`config.mk`:
```
export PLATFORM = sky130hd
export DESIGN_NAME = mux_tree_pipe
export DESIGN_NICKNAME = d
export VERILOG_FILES = /design/src/rtl/mux_tree_pkg.sv /design/src/rtl/mux_tree_pipe_mux4_stage.sv /design/src/rtl/mux_tree_pipe.sv
export SDC_FILE = /design/constraint.sdc
export NUM_CORES = 1
export LEC_CHECK = 0
export ABC_CLOCK_PERIOD_IN_PS = 1000
export BUFFER_PORTS_ARGS = -buffer_cell sky130_fd_sc_hd__buf_4
export CAP_MARGIN = 20
export CORE_UTILIZATION = 45
export DETAILED_ROUTE_END_ITERATION = 12
export GPL_TIMING_DRIVEN = 0
export PLACE_DENSITY = 0.75
export SLEW_MARGIN = 20
export SYNTH_ARGS = -nofsm -noshare
export SYNTH_HDL_FRONTEND = slang
export SYNTH_SLANG_ARGS = --single-unit
```
`constraint.sdc`:
```
create_clock -name clk -period 1 [get_ports clk]
set_input_delay 0.1 -clock clk [delete_from_list [all_inputs] [get_ports clk]]
set_output_delay 0.1 -clock clk [all_outputs]
set_load 0.01 [all_outputs]
```
`src/rtl/mux_tree_pkg.sv`:
```
// Shared sizing helpers, radix constant and the per-stage control record for
// the pipelined mux tree.
package mux_tree_pkg;

    localparam int MUX_RADIX = 4;
    // Covers the largest supported NUM_IN (256 channels).
    localparam int MAX_SEL_W = 8;

    // Control half of a stage register. The data words ride alongside as a
    // flat vector because their width is set per instance.
    typedef struct packed {
        logic [MAX_SEL_W-1:0] sel_rem;
        logic [MAX_SEL_W-1:0] sel_full;
        logic                 valid;
    } stage_t;

    function automatic int clog2(input int n);
        int r = 0;
        while ((1 << r) < n) r++;
        return r;
    endfunction

    function automatic int levels(input int sel_w);
        return (sel_w + 1) / 2;
    endfunction

endpackage

```
`src/rtl/mux_tree_pipe_mux4_stage.sv`:
```
// One registered radix-4 level: every group of four words collapses to one
// using the low select pair, and the remaining select bits shift down.
module mux4_stage
    import mux_tree_pkg::*;
#(
    parameter int DATA_W = 1,
    parameter int FAN_IN = 4,
    localparam int FAN_OUT = FAN_IN / MUX_RADIX
) (
    input  logic                      clk,
    input  logic                      rst,
    input  logic                      en,
    input  logic [FAN_IN*DATA_W-1:0]  in_words,
    input  stage_t                    in_ctl,
    output logic [FAN_OUT*DATA_W-1:0] out_words,
    output stage_t                    out_ctl
);

    logic [1:0]                pair;
    logic [FAN_OUT*DATA_W-1:0] pick;

    assign pair = in_ctl.sel_rem[1:0];

    always_comb begin
        pick = '0;
        for (int g = 0; g < FAN_OUT; g++) begin
            pick[g*DATA_W +: DATA_W] = in_words[(g*MUX_RADIX + int'(pair))*DATA_W +: DATA_W];
        end
    end

    always_ff @(posedge clk or posedge rst) begin
        if (rst) begin
            out_words <= '0;
            out_ctl   <= '0;
        end else if (en) begin
            out_words        <= pick;
            out_ctl.sel_rem  <= in_ctl.sel_rem >> 2;
            out_ctl.sel_full <= in_ctl.sel_full;
            out_ctl.valid    <= in_ctl.valid;
        end
    end

endmodule

```
`src/rtl/mux_tree_pipe.sv`:
```
// Pipelined NUM_IN:1 selector built from radix-4 register stages.
// Define MUX_SCAN_EN to compile in the auto-scan channel stepper.
module mux_tree_pipe
    import mux_tree_pkg::*;
#(
    parameter int NUM_IN = 16,
    parameter int DATA_W = 1,
    parameter int DWELL  = 1,
    localparam int SEL_W  = clog2(NUM_IN),
    localparam int LEVELS = levels(SEL_W)
) (
    input  logic                     clk,
    input  logic                     rst,
    input  logic                     en,
    input  logic [NUM_IN*DATA_W-1:0] in_data,
    input  logic [SEL_W-1:0]         in_sel,
    input  logic                     in_valid,
    input  logic                     scan_mode,
    output logic [DATA_W-1:0]        out_data,
    output logic [SEL_W-1:0]         out_sel,
    output logic                     out_valid
);

    localparam int LEAVES    = 1 << (2 * LEVELS);
    localparam int LEAF_BITS = LEAVES * DATA_W;

    logic [SEL_W-1:0]     eff_sel;
    logic [LEAF_BITS-1:0] leaf_words;
    stage_t               head_ctl;
    logic [MAX_SEL_W-1:0] sel_rem_unused;

`ifdef MUX_SCAN_EN
    logic [SEL_W-1:0] scan_ch;
    logic [15:0]      dwell_cnt;

    // Counters step only on beats accepted while scanning; a wrap uses the
    // pre-increment channel for the beat that triggers it.
    always_ff @(posedge clk or posedge rst) begin
        if (rst) begin
            scan_ch   <= '0;
            dwell_cnt <= '0;
        end else if (en && in_valid && scan_mode) begin
            if (dwell_cnt == 16'(DWELL - 1)) begin
                dwell_cnt <= '0;
                scan_ch   <= (scan_ch == SEL_W'(NUM_IN - 1)) ? '0 : scan_ch + 1'b1;
            end else begin
                dwell_cnt <= dwell_cnt + 16'd1;
            end
        end
    end

    assign eff_sel = scan_mode ? scan_ch : in_sel;
`else
    logic scan_mode_unused;
    localparam int DWELL_UNUSED = DWELL;

    assign scan_mode_unused = scan_mode;
    assign eff_sel          = in_sel;
`endif

    // Leaves beyond NUM_IN read as zero so out-of-range selects return 0.
    assign leaf_words = LEAF_BITS'(in_data);

    always_comb begin
        head_ctl          = '0;
        head_ctl.sel_rem  = MAX_SEL_W'(eff_sel);
        head_ctl.sel_full = MAX_SEL_W'(eff_sel);
        head_ctl.valid    = in_valid;
    end

    for (genvar k = 0; k < LEVELS; k++) begin : g_stage
        localparam int FAN_IN = LEAVES >> (2 * k);

        logic [FAN_IN*DATA_W-1:0]           words;
        stage_t                             ctl;
        logic [FAN_IN/MUX_RADIX*DATA_W-1:0] q_words;
        stage_t                             q_ctl;

        if (k == 0) begin : g_head
            assign words = leaf_words;
            assign ctl   = head_ctl;
        end else begin : g_link
            assign words = g_stage[k-1].q_words;
            assign ctl   = g_stage[k-1].q_ctl;
        end

        mux4_stage #(
            .DATA_W(DATA_W),
            .FAN_IN(FAN_IN)
        ) u_stage (
            .clk      (clk),
            .rst      (rst),
            .en       (en),
            .in_words (words),
            .in_ctl   (ctl),
            .out_words(q_words),
            .out_ctl  (q_ctl)
        );
    end

    assign out_data       = g_stage[LEVELS-1].q_words;
    assign out_sel        = SEL_W'(g_stage[LEVELS-1].q_ctl.sel_full);
    assign out_valid      = g_stage[LEVELS-1].q_ctl.valid;
    assign sel_rem_unused = g_stage[LEVELS-1].q_ctl.sel_rem;

endmodule

```
==> results.toml <==
[setup_path]
path_class = "register to output pin"
slowest_stage = "dfrtp_1"
path_depth = 1
r2r-start = "g_stage[0].u_stage.out_ctl[9]$_DFFE_PP0P_"
crit_path_end_kind = "output pin"
cp_num_buf_inv = 1
rrSetupSlack_ns = 0.10
cp-startpoint = "g_stage[1].u_stage.out_ctl[3]$_DFFE_PP0P_"
cp-start-kind = "register"
cp_top_family = "flip-flops"
critPathMaxFanout = 2
path_cells = "buf_4"
arrival_ns = 0.83
rr_endpoint = "g_stage[1].u_stage.out_words$_DFFE_PP0P_"
ff2ff_path_depth = 2
required_ns = 0.90
cp-endpoint = "out_sel[2]"
critPathMaxStageDelay_ns = 0.40

[timing]
post-route-period-util = 0.9322
rsz0062_at_grt = "no"
relSlewSlack = 0.6324
worst_pin_slew_ns = 0.5508
fin_crit_ns = 0.9322
hold_slack_ns = 0.04435
fmax_ghz = 1.073
hold_violations = 0
slew_viol_final = 0
skew_ns = 0.004903
finalSetupTns_ns = 0
setup_violations = 0

[route]
drtAntennaViolNets = 0
wl_per_cell_um = 12.80
vias = 529
drtIter0Drc = 8
drt_wl_total_um = 1318
dr.pass1.iters = 3
drcViolationCount = 0
viasPerCell = 5.136

[flow_run]
maxCapViolCount = 0

[die]
rows = 14
die_h_um = 43.08
die_area_um2 = 1856
coreArea_um2 = 1541
initial_core_util = 0.4927
ios = 31
fp.dieW_um = 43.08

[cts]
h-tree-depth = 1
path_clk_slew_ns = 0.09
cts_tree = "done"
clock_latency_ns = 0.28
cts_buffers = 3
cts_setup_buffers = 0
clk_path_buf_depth = 2
clock-sinks = 15
cts_root_buffer = "clkbuf_4"

[hold_path]
hold_class = "input port to register"
min_from = "in_valid"

[grt]
grt_pass1_wl_um = 2270
grt_max_degree = 16
overflow = 0
grt_pass1_vias = 555
grtUsageTotal = 0.1652
antenna_found_initial = 0

[cells_and_area]
fin_nets = 113
n_antenna_cell = 0
design_area_um2 = 1020
syn_to_final_growth_pct = 34.27
num-fill-cells = 124
multi_input_area_um2 = 334.1
regArea_um2 = 375.4
drive_above_1_share = 0.5402

[placed_design]
gp_congestion = 0.7111
io_buffers = 27
place_area_um2 = 982.2
hpwl_um = 1052

[power]
p_total_mw = 1.421
leakage_nw = 0.5199
vdd.ir_drop.worst_mv = 1.196
powerDensity_nw_per_um2 = 1393

[yosys]
ys_seq_area_frac = 0.4942
synth_nets = 80
synthCells = 55
ys_types = 13
avgSynthCellArea_um2 = 13.81
netlist_area_um2 = 759.5
synth-seq-cells = 15
synth.yosys.warnings = 0

[run_status]
status = "complete, no violations"
## sequential cells by signal, summed over array words and instances, names as in the netlist
| name | cells |
|---|---|
| g_stage.u_stage.out_ctl | 10 |
| g_stage.u_stage.out_words | 5 |
## Yosys cell counts
library cell,instances,area share
inv_1,3,0.015
mux2_4,7,0.14
o221ai_1,5,0.058
mux2i_1,10,0.13
dfrtp_1,15,0.49
buf_4,1,0.0099
o21ai_1,2,0.013
nand2b_1,2,0.016
nand2b_2,5,0.058
buf_12,1,0.026
buf_6,1,0.015
nand2_1,2,0.0099
mux2_2,1,0.015
## stage by stage
| stage | setup slack (ns) | util | cells |
|---|---|---|---|
| after floorplan | 0.1864 | - | 55 |
| after global placement | 0.1132 | 0.6372 | 98 |
| after detailed placement | 0.09301 | 0.6372 | 98 |
| after CTS | 0.06056 | 0.6615 | 103 |
| after global routing | 0.02755 | 0.6615 | 103 |
| final | 0.06782 | 0.6615 | 103 |
## logic make-up after synthesis
logic type	share of synthesized area
flops	0.4942
mux	0.2850
compound gates	0.07084
buf+inv	0.06590
simple gates	0.08402
## power by group
group / leakage (nW) / internal (mW) / switching (mW)
Clock: 0.0177 / 0.149 / 0.195
Combinational: 0.322 / 0.222 / 0.120
Sequential: 0.180 / 0.683 / 0.0516
## repair_timing
| action | in CTS | in global routing |
|---|---|---|
| hold endpoints to repair | 15 | 0 |
| resized for setup | 0 | 0 |
| hold buffers | 1 | 0 |
## cell usage in the layout, fill, tap and decap left out
cell           Yosys  final
nand2b_2           5      5
clkbuf_4           0      3
buf_6              1      1
clkinv_2           0      1
o21ai_1            2      2
mux2i_1           10     10
o221ai_1           5      5
nand2b_1           2      2
dfrtp_1           15     15
nand2_1            2      2
mux2_2             1      1
buf_12             1      1
dlygate4sd3_1      0      1
buf_4              1     28
mux2_4             7      7
inv_1              3      3
## how the worst min path moves through the flow
stage | end | slack (ns) | cells past startpoint
3_5_place_dp | g_stage[1].u_stage.out_ctl[2]$_DFFE_PP0P_ | 0.19 | 2
6_report | g_stage[0].u_stage.out_ctl[0]$_DFFE_PP0P_ | 0.04 | 2
3_3_place_gp | g_stage[1].u_stage.out_ctl[1]$_DFFE_PP0P_ | 0.18 | 2
4_1_cts | g_stage[0].u_stage.out_ctl[10]$_DFFE_PP0P_ | 0.04 | 2
2_1_floorplan | g_stage[0].u_stage.out_ctl[0]$_DFFE_PP0P_ | 0.001 | 1
5_1_grt | g_stage[0].u_stage.out_ctl[0]$_DFFE_PP0P_ | 0.03 | 2
## final cells by class
class | count | area share
Sequential cell | 15 | 0.3681
Multi-Input combinational cell | 34 | 0.3276
Timing Repair Buffer | 28 | 0.2086
Buffer | 3 | 0.03804
Clock buffer | 3 | 0.02209
Tap cell | 16 | 0.01963
Inverter | 3 | 0.01104
Clock inverter | 1 | 0.004908
## per-layer routing
layer | vias up | wire length (µm) | GRT usage
met5 | - | 0 | 0
met4 | 0 | 0 | 0.03636
met3 | 0 | 89 | 0.06383
met2 | 20 | 687 | 0.2925
met1 | 251 | 541 | 0.1853
li1 | 258 | - | -
Note: power is estimated with default switching activity, not from simulation.
